===== config.mk =====
export PLATFORM = sky130hd
export DESIGN_NAME = line_fill_unit_flat
export DESIGN_NICKNAME = d
export VERILOG_FILES = /design/src/rtl/line_fill_unit_if.sv /design/src/rtl/line_fill_unit.sv /design/src/flat_wrapper.sv
export SDC_FILE = /design/constraint.sdc
export NUM_CORES = 1
export LEC_CHECK = 0
export BUFFER_PORTS_ARGS = -buffer_cell sky130_fd_sc_hd__buf_2
export CAP_MARGIN = 10
export CORE_UTILIZATION = 52
export DETAILED_ROUTE_END_ITERATION = 6
export PLACE_DENSITY = 0.89
export SLEW_MARGIN = 20
export SYNTH_ARGS = -nofsm -noshare
export SYNTH_HDL_FRONTEND = slang
export SYNTH_SLANG_ARGS = --single-unit

===== constraint.sdc =====
create_clock -name clk -period 2.65 [get_ports clk]
set_clock_uncertainty 0.05 [all_clocks]
set_input_delay 0.265 -clock clk [delete_from_list [all_inputs] [get_ports clk]]
set_output_delay 0.265 -clock clk [all_outputs]
set_load 0.1 [all_outputs]

===== src/rtl/line_fill_unit_if.sv =====
// Handshake bundles for the line fill unit: cache-side request/done
// and memory-side req/ack. Master drives the request.
interface lfu_cache_if #(
    parameter int ADDR_W = 30
);
    logic              req_valid;
    logic              req_we;
    logic [ADDR_W-1:0] req_addr;
    logic [31:0]       req_wdata;
    logic              busy;
    logic              done;
    logic [127:0]      line_out;
    logic [31:0]       crit_word;
    logic              crit_valid;

    modport master (
        output req_valid, req_we, req_addr, req_wdata,
        input  busy, done, line_out, crit_word, crit_valid
    );
    modport slave (
        input  req_valid, req_we, req_addr, req_wdata,
        output busy, done, line_out, crit_word, crit_valid
    );
endinterface

interface lfu_mem_if #(
    parameter int ADDR_W = 30
);
    logic              mem_req;
    logic              mem_we;
    logic [ADDR_W-1:0] mem_addr;
    logic [31:0]       mem_wdata;
    logic              mem_ack;
    logic [31:0]       mem_rdata;

    modport master (
        output mem_req, mem_we, mem_addr, mem_wdata,
        input  mem_ack, mem_rdata
    );
    modport slave (
        input  mem_req, mem_we, mem_addr, mem_wdata,
        output mem_ack, mem_rdata
    );
endinterface


===== src/rtl/line_fill_unit.sv =====
// Critical-word-first 4-word line fill and write-through word store
// between the data cache miss path and a 32-bit word memory.
module line_fill_unit #(
    parameter int ADDR_W     = 30,
    parameter int LINE_WORDS = 4
) (
    input  logic         clk,
    input  logic         rst,
    lfu_cache_if.slave   cache,
    lfu_mem_if.master    mem
);
    typedef enum logic [1:0] {IDLE, FETCH, WRITE, DONE} state_t;

    state_t            state_q, state_d;
    logic              armed_q;
    logic [ADDR_W-1:0] addr_q, addr_d;
    logic [31:0]       wdata_q, wdata_d;
    logic [1:0]        cnt_q, cnt_d;
    logic [2:0]        beats_q, beats_d;
    logic [127:0]      line_q, line_d;
    logic [31:0]       crit_q, crit_d;
    logic              crit_v_q, crit_v_d;
    logic              busy_q, busy_d;
    logic              done_q, done_d;
    logic              mreq_q, mreq_d;
    logic              mwe_q, mwe_d;
    logic [ADDR_W-1:0] maddr_q, maddr_d;
    logic [31:0]       mwdata_q, mwdata_d;
    logic              ack;

    // An ack only counts while a request is actually being presented.
    assign ack = mreq_q && mem.mem_ack;

    always_comb begin
        state_d  = state_q;
        addr_d   = addr_q;
        wdata_d  = wdata_q;
        cnt_d    = cnt_q;
        beats_d  = beats_q;
        line_d   = line_q;
        crit_d   = crit_q;
        crit_v_d = 1'b0;
        done_d   = 1'b0;
        mreq_d   = 1'b0;
        mwe_d    = 1'b0;
        maddr_d  = maddr_q;
        mwdata_d = mwdata_q;
        unique case (state_q)
            IDLE: begin
                // armed_q blocks an accept on the reset-release edge.
                if (cache.req_valid && armed_q) begin
                    addr_d  = cache.req_addr;
                    wdata_d = cache.req_wdata;
                    cnt_d   = cache.req_addr[1:0];
                    beats_d = 3'd0;
                    if (cache.req_we) begin
                        state_d = WRITE;
                    end else begin
                        line_d  = '0;
                        state_d = FETCH;
                    end
                end
            end
            FETCH: begin
                if (ack) begin
                    line_d[{cnt_q, 5'd0} +: 32] = mem.mem_rdata;
                    cnt_d   = cnt_q + 2'd1;
                    beats_d = beats_q + 3'd1;
                    if (beats_q == 3'd0) begin
                        crit_d   = mem.mem_rdata;
                        crit_v_d = 1'b1;
                    end
                    if (beats_q == 3'(LINE_WORDS - 1)) begin
                        state_d = DONE;
                    end
                end
                mreq_d  = (state_d == FETCH);
                maddr_d = {addr_q[ADDR_W-1:2], cnt_d};
            end
            WRITE: begin
                if (ack) begin
                    state_d = DONE;
                end
                mreq_d   = (state_d == WRITE);
                mwe_d    = mreq_d;
                maddr_d  = addr_q;
                mwdata_d = wdata_q;
            end
            DONE: begin
                done_d  = 1'b1;
                state_d = IDLE;
            end
        endcase
        busy_d = (state_d != IDLE) || (state_q == DONE);
    end

    always_ff @(posedge clk or negedge rst) begin
        if (!rst) begin
            state_q  <= IDLE;
            armed_q  <= 1'b0;
            addr_q   <= '0;
            wdata_q  <= '0;
            cnt_q    <= '0;
            beats_q  <= '0;
            line_q   <= '0;
            crit_q   <= '0;
            crit_v_q <= 1'b0;
            busy_q   <= 1'b0;
            done_q   <= 1'b0;
            mreq_q   <= 1'b0;
            mwe_q    <= 1'b0;
            maddr_q  <= '0;
            mwdata_q <= '0;
        end else begin
            state_q  <= state_d;
            armed_q  <= 1'b1;
            addr_q   <= addr_d;
            wdata_q  <= wdata_d;
            cnt_q    <= cnt_d;
            beats_q  <= beats_d;
            line_q   <= line_d;
            crit_q   <= crit_d;
            crit_v_q <= crit_v_d;
            busy_q   <= busy_d;
            done_q   <= done_d;
            mreq_q   <= mreq_d;
            mwe_q    <= mwe_d;
            maddr_q  <= maddr_d;
            mwdata_q <= mwdata_d;
        end
    end

    assign cache.busy       = busy_q;
    assign cache.done       = done_q;
    assign cache.line_out   = line_q;
    assign cache.crit_word  = crit_q;
    assign cache.crit_valid = crit_v_q;
    assign mem.mem_req      = mreq_q;
    assign mem.mem_we       = mwe_q;
    assign mem.mem_addr     = maddr_q;
    assign mem.mem_wdata    = mwdata_q;
endmodule

===== src/flat_wrapper.sv =====
// flat-port wrapper written by rule: the top's interface ports become plain ports
module line_fill_unit_flat 
#(
    parameter int ADDR_W     = 30,
    parameter int LINE_WORDS = 4
)
  (clk, rst, cache_req_valid, cache_req_we, cache_req_addr, cache_req_wdata, cache_busy, cache_done, cache_line_out, cache_crit_word, cache_crit_valid, mem_mem_req, mem_mem_we, mem_mem_addr, mem_mem_wdata, mem_mem_ack, mem_mem_rdata);
  lfu_cache_if #(.ADDR_W(ADDR_W)) cache_i ();
  lfu_mem_if #(.ADDR_W(ADDR_W)) mem_i ();
  input  logic clk;
  input  logic rst;
  input wire logic [$bits(cache_i.req_valid)-1:0] cache_req_valid;
  input wire logic [$bits(cache_i.req_we)-1:0] cache_req_we;
  input wire logic [$bits(cache_i.req_addr)-1:0] cache_req_addr;
  input wire logic [$bits(cache_i.req_wdata)-1:0] cache_req_wdata;
  output wire logic [$bits(cache_i.busy)-1:0] cache_busy;
  output wire logic [$bits(cache_i.done)-1:0] cache_done;
  output wire logic [$bits(cache_i.line_out)-1:0] cache_line_out;
  output wire logic [$bits(cache_i.crit_word)-1:0] cache_crit_word;
  output wire logic [$bits(cache_i.crit_valid)-1:0] cache_crit_valid;
  output wire logic [$bits(mem_i.mem_req)-1:0] mem_mem_req;
  output wire logic [$bits(mem_i.mem_we)-1:0] mem_mem_we;
  output wire logic [$bits(mem_i.mem_addr)-1:0] mem_mem_addr;
  output wire logic [$bits(mem_i.mem_wdata)-1:0] mem_mem_wdata;
  input wire logic [$bits(mem_i.mem_ack)-1:0] mem_mem_ack;
  input wire logic [$bits(mem_i.mem_rdata)-1:0] mem_mem_rdata;
  assign cache_i.req_valid = cache_req_valid;
  assign cache_i.req_we = cache_req_we;
  assign cache_i.req_addr = cache_req_addr;
  assign cache_i.req_wdata = cache_req_wdata;
  assign cache_busy = cache_i.busy;
  assign cache_done = cache_i.done;
  assign cache_line_out = cache_i.line_out;
  assign cache_crit_word = cache_i.crit_word;
  assign cache_crit_valid = cache_i.crit_valid;
  assign mem_mem_req = mem_i.mem_req;
  assign mem_mem_we = mem_i.mem_we;
  assign mem_mem_addr = mem_i.mem_addr;
  assign mem_mem_wdata = mem_i.mem_wdata;
  assign mem_i.mem_ack = mem_mem_ack;
  assign mem_i.mem_rdata = mem_mem_rdata;
  line_fill_unit #(.ADDR_W(ADDR_W), .LINE_WORDS(LINE_WORDS)) u_core (.clk(clk), .rst(rst), .cache(cache_i), .mem(mem_i));
endmodule

==> key figures, run 1 <==
Worst hold path
  – Hold_sp: cache_req_we
  – Hold worst-path end: u_core.state_q[0]
  – Hold/Removal Path Class: in -> reg
  – Worst hold stages: 4

Clock tree
  – Total CTS buffers: 31
  – Clock net sink count: 297
  – Clk slew on worst S/H paths: 70 ps
  – Clk_lat worst skew: 560 ps
  – Postcts setup bufs: 0
  – CTS tree: yes
  – Root Driver: clkbuf_16
  – H-tree depth: 1
  – Clock Tree Buf Depth: 3

Logic synthesis
  – Synth Area per Inst: 11.96 um^2
  – Gate count after technology mapping: 997
  – Area leader, netlist: dfrtp_1
  – Synth top area cells: dfrtp_1 62%, mux2_2 15%, o21ai_1 5.9%
  – Post-synth EDFFs: 0
  – Synth top area share: 0.6232
  – Syn. warnings: 0
  – Synth Cell Area: 0.01193 mm^2
  – Yosys reg bits: 297
  – Sequential share of the synthesized area: 0.6232
  – Top-count cell post-synth: dfrtp_1
  – Ys flop type: dfrtp_1
  – Synthesized net count: 1,107
  – Yosys cell types: 39
  – Ys async rst share: 1.000
  – Synth top cells by count: 297 x dfrtp_1, 156 x mux2_2, 140 x o21ai_1

Worst setup path
  – Reg2Reg Setup Slack: 150 ps
  – CP Capture Type: register
  – Worst Path Required: 3010 ps
  – Critical R2R Launch: u_core.state_q[1]
  – RR Endpoint: u_core.cache.line_out[52]
  – Crit Path Max Fanout: 86
  – Arr. time, crit path: 2860 ps
  – Worst R2R Path Depth: 7
  – Startpoint Class: register
  – Kind of critical path: reg -> reg

Global routing
  – Vias in the first global route: 10,212
  – Busiest grt layer: met2
  – Met1 Track Usage GR: 0.3765
  – Antenna violations before repair: 1
  – Gr usage total: 0.3138
  – Grt ovf: 0
  – Grt met3 use: 0.08137
  – First-pass GRT wire length: 57,490 um
  – Largest net degree at the start of global routing: 99
  – Grt met2 use: 0.5316

STA
  – RSZ-0062 raised after global routing: true
  – Fin crit share: 0.9433
  – Hold Vio Cnt, Final: 0
  – Slew margin rel.: 0.5027
  – Slew Limit Fails: 0
  – Max Freq: 0.4000 GHz
  – Fin crit period: 2500 ps
  – Setup violations, final: 0
  – Worst Max-Slew Pin Slew: 745.9 ps

Place
  – Post-DP HPWL: 21,650 um
  – Buffers added on ports: 325
  – GP Congestion: 0.8539

Run
  – Max Cap Viol: 0

Cells and area
  – Share of layout cells above drive strength 1: 0.4008
  – Layout area overhead: 32.12%
  – Final core utilization: 0.6980
  – Nets@finish: 1,511

Die
  – Die Y: 153.4 um
  – Die Width: 153.4 um
  – Core area: 0.02257 mm^2
  – Standard-cell rows: 55
  – Initial Util: 0.5283
  – I/O Pins: 326
  – Die area: 0.02354 mm^2

Detailed routing
  – First-pass DRT Iterations: 5
  – Via density: 5.778
  – WL/cell: 21.52 um
  – DRC Markers: 0
  – Iteration-0 DRC Markers: 702
  – Routed Antenna Nets: 0
  – Routed via count: 9,868
  – Final wirelength: 36,760 um

Outcome
  – Run status: finished, final reports clean
## metrics by stage
step           hold slack, ps  instance area (um^2)  setup TNS [ps]  std cells  worst slack [ps]
2_1_floorplan          -80.59                 11930               0        997             166.2
3_3_place_gp            299.6                 13780               0       1558             218.8
3_5_place_dp            309.2                 13780               0       1558             94.79
4_1_cts                 86.04                 15750               0       1707             55.13
5_1_grt                 126.4                 15750          -2.087       1707            -2.087
6_report                106.8                 15760               0       1708             150.3
## cells by family (layout without fill, tap and decap cells)
logic type	count (synthesis)	count (layout)	share of synthesized area
AOI/OAI and AO/OA	278	278	0.1192
xor gates and xnor gates	1	1	0.0007346
adders and majority gates	11	11	0.01154
buffers and inverters	82	507	0.03588
DFF	297	297	0.6232
muxes	157	157	0.1481
other	1	2	0.0003145
and+or+nand+nor	170	170	0.06096
## routing by layer
metal / share of wire / up-vias
met3: 0.091 / 136
met1: 0.37 / 4870
met5: 0 / -
met2: 0.49 / 603
li1: - / 4259
met4: 0.047 / 0
## what timing repair did
item / in CTS / in global routing
endpoints found under the hold margin: 295 / 0
hold buffers: 95 / 0
endpoints found under the setup margin: 0 / 76
gates resized for setup: 0 / 2
## registers in the layout (all words and copies together), names as in the netlist
name and flops:
u_core.mem.mem_wdata 32, u_core.cache.crit_word 32, u_core.state_q 2, u_core.mem.mem_we 1, u_core.cache.crit_valid 1, u_core.cache.line_out 128
u_core.addr_q 30, u_core.mem.mem_req 1, u_core.cache.done 1, u_core.cache.busy 1, u_core.cnt_q 2, u_core.wdata_q 32
u_core.mem.mem_addr 30, u_core.beats_q 3, u_core.armed_q 1
## layout by cell type (no fill, tap or decap), types with 2 or more instances in the layout
| cell | count |
|---|---|
| nor2b_2 | 3 |
| clkbuf_8 | 11 |
| dlygate4sd3_1 | 95 |
| ha_1 | 11 |
| dfrtp_1 | 297 |
| nand2_1 | 138 |
| clkinv_2 | 5 |
| and2_1 | 2 |
| nor3_1 | 2 |
| mux2_2 | 156 |
| buf_4 | 20 |
| or2_4 | 4 |
| nand3_1 | 4 |
| nor3b_1 | 2 |
| clkinvlp_4 | 2 |
| and4_1 | 2 |
| a21oi_1 | 4 |
| buf_12 | 4 |
| buf_2 | 324 |
| o21ai_1 | 141 |
| clkbuf_16 | 31 |
| a211oi_1 | 2 |
| nor2_1 | 4 |
| clkbuf_1 | 3 |
| o21ai_0 | 124 |
| inv_1 | 8 |
## worst max-delay path: stages (launching register included)
cell and delay, ps:
dfrtp_1 470, inv_1 100, ha_1 310, a21boi_1 210, a2111o_2 520, buf_6 290, o21ai_0 270, o21ai_1 110
## cell type report
class	instances	area, um^2
Multi-Input combinational cell	618	4088
Clock inverter	9	78.83
Clock buffer	45	938.4
Fill cell	1498	6817
Timing Repair Buffer	445	2829
Sequential cell	297	7432
Inverter	8	30.03
Antenna cell	1	2.502
Tap cell	285	356.6
## worst max-delay path by stage
stage,startpoint,to,slack [ps],depth (start not counted)
floorplan,u_core.mem.mem_req,u_core.cache.line_out[107],170,7
CTS,u_core.state_q[1],u_core.cache.line_out[52],60,7
global route,u_core.state_q[0],u_core.cache.line_out[23],-2,7
global placement,u_core.state_q[1],u_core.cache.line_out[65],220,7
detailed placement,u_core.state_q[1],u_core.cache.line_out[59],90,7
finish,u_core.state_q[1],u_core.cache.line_out[52],150,7
Power of run 1 is left out: the tool's default activity adds up to more than one toggle a clock period on the data nets, which glitch-free logic cannot reach.
==> run 2, diff against run 1 <==
--- a/config.mk
+++ b/config.mk
@@ -7,9 +7,9 @@
 export LEC_CHECK = 0
 export BUFFER_PORTS_ARGS = -buffer_cell sky130_fd_sc_hd__buf_2
 export CAP_MARGIN = 10
-export CORE_UTILIZATION = 52
+export CORE_UTILIZATION = 47
 export DETAILED_ROUTE_END_ITERATION = 6
-export PLACE_DENSITY = 0.89
+export PLACE_DENSITY = 0.86
 export SLEW_MARGIN = 20
 export SYNTH_ARGS = -nofsm -noshare
 export SYNTH_HDL_FRONTEND = slang
==> constraint.sdc (replaced) <==
create_clock -name clk -period 2 [get_ports clk]
set_clock_uncertainty 0.05 [all_clocks]
set_input_delay 0.2 -clock clk [delete_from_list [all_inputs] [get_ports clk]]
set_output_delay 0.2 -clock clk [all_outputs]
set_load 0.1 [all_outputs]
==> run 2 against run 1 <==
Compared with the run above:
- the flow now finishes with violations (setup timing)
- utilization shrank 0.37 points
- register-to-register slack lost 200 ps
- non-clock buffer count grew 36
- maximum frequency grew 22%
- die area grew 11%
- critical path depth grew 1
- critical endpoint is now u_core.cache.line_out[86]
- largest cell class unchanged
==> key figures, run 2 (same netlist as run 1, synthesis figures left out) <==
Die
  – I/O Pins: 326 (unchanged)
  – Core area: 0.02460 mm^2 (was 0.02257 mm^2)
  – Standard-cell rows: 57 (was 55)
  – Die area: 0.02601 mm^2 (was 0.02354 mm^2)
  – Die Width: 161.3 um (was 153.4 um)
  – Die Y: 161.3 um (was 153.4 um)
  – Initial Util: 0.4847 (was 0.5283)

Worst setup path
  – Arr. time, crit path: 2430 ps (was 2860 ps)
  – Crit-path slowest cell: a2111o_2 (unchanged)
  – Crit path to: u_core.cache.line_out[86] (was u_core.cache.line_out[52])
  – Reg2Reg Setup Slack: -50 ps (was 150 ps)
  – RR Endpoint: u_core.cache.line_out[86] (was u_core.cache.line_out[52])
  – CP dominant cell by count: o21ai_1
  – Startpoint Class: register (unchanged)
  – CP Cell Sequence: buf_6 > ha_4 > nor2_2 > a2111o_2 > buf_8 > buf_16 > o21ai_1 > o21ai_1 (was inv_1 > ha_1 > a21boi_1 > a2111o_2 > buf_6 > o21ai_0 > o21ai_1)
  – Worst Path Required: 2380 ps (was 3010 ps)
  – Cell count along the critical path: 8 (was 7)
  – Kind of critical path: reg -> reg (unchanged)
  – Worst R2R Path Depth: 8 (was 7)
  – CP Buf/Inv Count: 3 (was 2)
  – CP max stage delay: 520 ps (about the same)
  – Crit. Startpoint: u_core.state_q[0] (was u_core.state_q[1])
  – CP Capture Type: register (unchanged)
  – Crit Path Max Fanout: 23 (was 86)
  – Crit path max-delay family: compound AO/OA/AOI/OAI gates (unchanged)
  – Critical R2R Launch: u_core.state_q[0] (was u_core.state_q[1])

Clock tree
  – Clock Tree Buf Depth: 3 (unchanged)
  – Clk slew on worst S/H paths: 70 ps (about the same)
  – Clock net sink count: 297 (unchanged)
  – Root Driver: clkbuf_16 (unchanged)
  – Total CTS buffers: 30 (was 31)
  – CTS tree: yes (unchanged)
  – Clk_lat worst skew: 550 ps (was 560 ps)
  – H-tree depth: 1 (unchanged)

STA
  – Slew margin rel.: 0.5914 (was 0.5027)
  – Fin crit period: 2051 ps (was 2500 ps)
  – Setup violations, final: 59 (was 0)
  – Slew Limit Fails: 0 (unchanged)
  – Final WS setup: -50.75 ps (was 150.3 ps)
  – Max Freq: 0.4876 GHz (was 0.4000 GHz)
  – Setup TNS: -1181 ps (was 0 ps)
  – Worst Max-Slew Pin Slew: 613.0 ps (was 745.9 ps)
  – Fin crit share: 1.025 (was 0.9433)
  – Hold Vio Cnt, Final: 0 (unchanged)
  – RSZ-0062 raised after global routing: true (unchanged)

Detailed routing
  – WL/cell: 24.28 um (was 21.52 um)
  – Final wirelength: 43,660 um (was 36,760 um)
  – Routed Antenna Nets: 0 (unchanged)
  – Iteration-0 DRC Markers: 1,099 (was 702)
  – Routed via count: 10,533 (was 9,868)
  – First-pass DRT Iterations: 5 (unchanged)
  – Via density: 5.858 (was 5.778)
  – DRC Markers: 0 (unchanged)

Cells and area
  – Max reg flops: 128 (unchanged)
  – Layout area overhead: 43.25% (was 32.12%)
  – Leading cell type in the layout, fill and taps excluded: buf_2 (unchanged)
  – Nets@finish: 1,558 (was 1,511)
  – Post-route cell area: 0.01708 mm^2 (was 0.01576 mm^2)
  – # fillers: 1,546 (was 1,498)
  – Share of layout cells above drive strength 1: 0.5258 (was 0.4008)
  – Final core utilization: 0.6943 (was 0.6980)
  – Leading cell types in the layout, fill and taps excluded: 324 x buf_2, 295 x dfrtp_1, 156 x mux2_2 (was 324 x buf_2, 297 x dfrtp_1, 156 x mux2_2)

Place
  – GP Congestion: 0.8768 (was 0.8539)
  – Post-DP HPWL: 22,870 um (was 21,650 um)
  – Buffers added on ports: 325 (unchanged)
  – Placed Area: 0.01408 mm^2 (was 0.01378 mm^2)

Outcome
  – Violated checks: setup timing
  – Run status: complete, but fails checks (was finished, final reports clean)

Global routing
  – Largest net degree at the start of global routing: 73 (was 99)
  – First-pass GRT wire length: 61,570 um (was 57,490 um)
  – Vias in the first global route: 10,608 (was 10,212)
  – Antenna violations before repair: 2 (was 1)
  – Gr usage total: 0.3099 (was 0.3138)
  – Grt ovf: 0 (unchanged)

Worst hold path
  – Hold/Removal Path Class: in -> reg (unchanged)

Run
  – Max Cap Viol: 0 (unchanged)
-- run 2: worst min path at each step --
stage,startpoint,end,cells after the start
6_report,mem_mem_ack,u_core.mem.mem_we,3
5_1_grt,mem_mem_ack,u_core.mem.mem_we,3
4_1_cts,mem_mem_ack,u_core.mem.mem_we,3
3_5_place_dp,rst,u_core.mem.mem_wdata[17],1
3_3_place_gp,rst,u_core.wdata_q[17],1
2_1_floorplan,rst,u_core.addr_q[0],0
-- run 2: cell type report --
class	count	area, um^2	area share
antenna	2	5.005	0.0002930
clock buffer	36	824.5	0.04827
clock inverter	20	178.9	0.01047
inverter	8	30.03	0.001758
multi-input combinational	630	4813	0.2818
sequential	297	7437	0.4354
tap	324	405.4	0.02373
timing repair buffer	481	3388	0.1983
-- run 2: what timing repair did --
action	in CTS	in global routing
cloned	12	8
pin swaps	76	24
endpoints found under the hold margin	281	0
endpoints found under the setup margin	128	160
hold buffers	95	0
gates resized for setup	169	131
buffers inserted	6	4
-- run 2: worst reg2reg max path: cells and delay by family, from the launching register on --
kind                       cells  cell delay (ps)
DFF                            1              370
and+or+nand+nor                1               40
AOI/OAI and AO/OA              3              810
buffers and inverters          3              510
adders and majority gates      1              150
-- run 2: metal layers --
| metal | global-route usage | up-vias | routed length (um) |
|---|---|---|---|
| li1 | - | 4392 | - |
| met4 | 0.1479 | 0 | 2386 |
| met2 | 0.5294 | 816 | 21220 |
| met5 | 0 | - | 0 |
| met3 | 0.07550 | 191 | 4614 |
| met1 | 0.3680 | 5134 | 15430 |
-- run 2: through the flow --
step	setup slack (ps)	instances	hold slack, ps
after floorplan	-65.93	997	-145.6
after global placement	-61.94	1615	165.6
after detailed placement	-130.7	1615	165.7
after CTS	-39.60	1784	23.72
after global routing	-169.3	1797	48.69
final	-50.75	1798	58.75
Power of run 2 is left out for the same reason.
==> run 3, diff against run 2 <==
--- a/config.mk
+++ b/config.mk
@@ -7,9 +7,9 @@
 export LEC_CHECK = 0
 export BUFFER_PORTS_ARGS = -buffer_cell sky130_fd_sc_hd__buf_2
 export CAP_MARGIN = 10
-export CORE_UTILIZATION = 47
+export CORE_UTILIZATION = 56
 export DETAILED_ROUTE_END_ITERATION = 6
-export PLACE_DENSITY = 0.86
+export PLACE_DENSITY = 0.95
 export SLEW_MARGIN = 20
 export SYNTH_ARGS = -nofsm -noshare
 export SYNTH_HDL_FRONTEND = slang
==> constraint.sdc (replaced) <==
create_clock -name clk -period 2.5 [get_ports clk]
set_clock_uncertainty 0.05 [all_clocks]
set_input_delay 0.25 -clock clk [delete_from_list [all_inputs] [get_ports clk]]
set_output_delay 0.25 -clock clk [all_outputs]
set_load 0.1 [all_outputs]
==> run 3 against run 2 <==
Compared with the run above:
- non-clock buffer count shrank 36
- global-route usage is 4.0 points higher
- the run now ends clean
- die area down 16%
- first-iteration DRC count decreased by 40%
- final cell count fell by 5.5%
- via count decreased by 5.1%
- maximum frequency decreased by 15%
- routed wire length decreased by 13%
- sequential share of layout area grew 3.6 points
- final area shrank 7.6%
- register-to-register slack better by 140 ps
==> key figures, run 3 (same netlist as run 1, synthesis figures left out) <==
Place
  – GP Congestion: 0.8554 (was 0.8768)
  – Buffers added on ports: 325 (unchanged)
  – Post-DP HPWL: 22,260 um (was 22,870 um)
  – Placed Area: 0.01379 mm^2 (was 0.01408 mm^2)

Cells and area
  – # fillers: 1,241 (was 1,546)
  – Leading cell types in the layout, fill and taps excluded: 324 x buf_2, 295 x dfrtp_1, 156 x mux2_2 (unchanged)
  – Post-route cell area: 0.01579 mm^2 (was 0.01708 mm^2)
  – Leading cell type in the layout, fill and taps excluded: buf_2 (unchanged)
  – Layout area overhead: 32.38% (was 43.25%)
  – Multi-input gate area: 0.004095 mm^2 (was 0.004813 mm^2)
  – Nets@finish: 1,510 (was 1,558)
  – FF+latch area: 0.007435 mm^2 (was 0.007437 mm^2)
  – Max reg flops: 128 (unchanged)
  – Share of layout cells above drive strength 1: 0.4048 (was 0.5258)

Die
  – Core area: 0.02096 mm^2 (was 0.02460 mm^2)
  – Die Width: 147.9 um (was 161.3 um)
  – Die Y: 147.9 um (was 161.3 um)
  – Standard-cell rows: 53 (was 57)
  – Die area: 0.02188 mm^2 (was 0.02601 mm^2)
  – Initial Util: 0.5691 (was 0.4847)
  – I/O Pins: 326 (unchanged)

Run
  – Max Cap Viol: 0 (unchanged)

STA
  – Slew margin rel.: 0.5593 (was 0.5914)
  – Worst Max-Slew Pin Slew: 657.1 ps (was 613.0 ps)
  – Hold Vio Cnt, Final: 0 (unchanged)
  – Max Freq: 0.4156 GHz (was 0.4876 GHz)
  – Fin crit period: 2406 ps (was 2051 ps)
  – Fin crit share: 0.9624 (was 1.025)
  – Setup TNS: 0 ps (was -1181 ps)
  – RSZ-0062 raised after global routing: false (was true)
  – Setup violations, final: 0 (was 59)
  – Slew Limit Fails: 0 (unchanged)

Outcome
  – Run status: finished, final reports clean (was complete, but fails checks)

Worst setup path
  – CP max stage delay: 450 ps (was 520 ps)
  – Arr. time, crit path: 2760 ps (was 2430 ps)
  – Worst Path Required: 2850 ps (was 2380 ps)
  – Critical R2R Launch: u_core.state_q[1] (was u_core.state_q[0])
  – CP Buf/Inv Count: 2 (was 3)
  – Crit. Startpoint: u_core.state_q[1] (was u_core.state_q[0])
  – Startpoint Class: register (unchanged)
  – Kind of critical path: reg -> reg (unchanged)
  – RR Endpoint: u_core.cache.line_out[10] (was u_core.cache.line_out[86])
  – Crit Path Max Fanout: 128 (was 23)
  – Reg2Reg Setup Slack: 90 ps (was -50 ps)
  – CP Capture Type: register (unchanged)
  – Crit path max-delay family: compound AO/OA/AOI/OAI gates (unchanged)
  – CP Cell Sequence: inv_1 > ha_1 > nor2_1 > a2111o_2 > buf_12 > o21ai_1 > o21ai_1 (was buf_6 > ha_4 > nor2_2 > a2111o_2 > buf_8 > buf_16 > o21ai_1 > o21ai_1)
  – Worst R2R Path Depth: 7 (was 8)
  – CP dominant cell by count: o21ai_1 (unchanged)
  – Crit-path slowest cell: dfrtp_2 (was a2111o_2)

Worst hold path
  – Hold worst-path end: u_core.state_q[0] (was u_core.mem.mem_we)
  – Hold_sp: cache_req_we (was mem_mem_ack)
  – Worst hold stages: 4 (was 3)
  – Hold/Removal Path Class: in -> reg (unchanged)

Global routing
  – Antenna violations before repair: 1 (was 2)
  – First-pass GRT wire length: 58,500 um (was 61,570 um)
  – Largest net degree at the start of global routing: 129 (was 73)
  – Vias in the first global route: 10,382 (was 10,608)
  – Gr usage total: 0.3495 (was 0.3099)
  – Grt ovf: 0 (unchanged)

Detailed routing
  – Routed via count: 9,994 (was 10,533)
  – Iteration-0 DRC Markers: 660 (was 1,099)
  – WL/cell: 22.41 um (was 24.28 um)
  – DRC Markers: 0 (unchanged)
  – First-pass DRT Iterations: 7 (was 5)
  – Final wirelength: 38,080 um (was 43,660 um)
  – Via density: 5.882 (was 5.858)
  – Routed Antenna Nets: 0 (unchanged)

Clock tree
  – Root Driver: clkbuf_16 (unchanged)
  – CTS tree: yes (unchanged)
  – H-tree depth: 1 (unchanged)
  – Clock net sink count: 297 (unchanged)
  – Clock Tree Buf Depth: 3 (unchanged)
  – Clk slew on worst S/H paths: 60 ps (was 70 ps)
  – Clk_lat worst skew: 540 ps (was 550 ps)
  – Total CTS buffers: 30 (unchanged)
run 3: cell types whose count changed in the layout (fill, tap and decap cells not counted), moves of 3 or more:
| cell | before | now |
|---|---|---|
| buf_12 | 14 | 6 |
| clkbuf_16 | 35 | 31 |
| o21ai_2 | 136 | 1 |
| or2_4 | 16 | 4 |
| o21ai_4 | 6 | 0 |
| clkinv_4 | 4 | 1 |
| o21ai_1 | 106 | 143 |
| buf_4 | 32 | 19 |
| o21ai_0 | 17 | 121 |
| buf_16 | 3 | 0 |
| buf_6 | 6 | 0 |
run 3: worst max-delay path by stage:
stage,endpoint,slack [ps],depth (start not counted)
after floorplan,u_core.cache.line_out[107],20,7
after global placement,u_core.cache.line_out[1],290,7
after detailed placement,u_core.cache.line_out[33],110,6
after CTS,u_core.cache.line_out[66],80,7
after global routing,u_core.cache.line_out[0],5,7
final,u_core.cache.line_out[10],90,7
run 3: timing repair:
| action | 4_1_cts | 5_1_grt |
|---|---|---|
| endpoints found under the setup margin | 0 | 23 |
| hold endpoints to repair | 262 | 0 |
| setup buffers | 0 | 0 |
| hold buffers | 95 | 0 |
| gates resized for setup | 0 | 9 |
run 3: tightest hold or removal path, stage by stage:
cell	delay, ps
buf_2	90
nand3_1	80
o21ai_0	90
a22oi_1	120
run 3: layout make-up:
class                      count  share of cell area
clock inverter                16             0.01102
tap                          275             0.02180
antenna                        1           0.0001585
multi-input combinational    618              0.2594
clock buffer                  39             0.05421
sequential                   297              0.4710
inverter                       8            0.001902
timing repair buffer         445              0.1805
run 3: metrics by stage:
stage / utilization / setup slack, ps / cells / hold slack [ps]
after floorplan: - / 16.18 / 997 / -95.59
after global placement: 0.6582 / 285.8 / 1548 / 164.0
after detailed placement: 0.6582 / 105.0 / 1548 / 168.4
after CTS: 0.7527 / 77.55 / 1698 / 54.16
after global routing: 0.7533 / 5.038 / 1699 / 127.4
final: 0.7533 / 93.90 / 1699 / 89.22
run 3: routing by layer:
metal / part of all wire / wire, um / GRT usage
met1: 0.37 / 13970 / 0.4307
met2: 0.49 / 18560 / 0.5894
met3: 0.10 / 3993 / 0.08611
met4: 0.041 / 1550 / 0.1474
met5: 0 / 0 / 0
Power of run 3 is left out for the same reason.
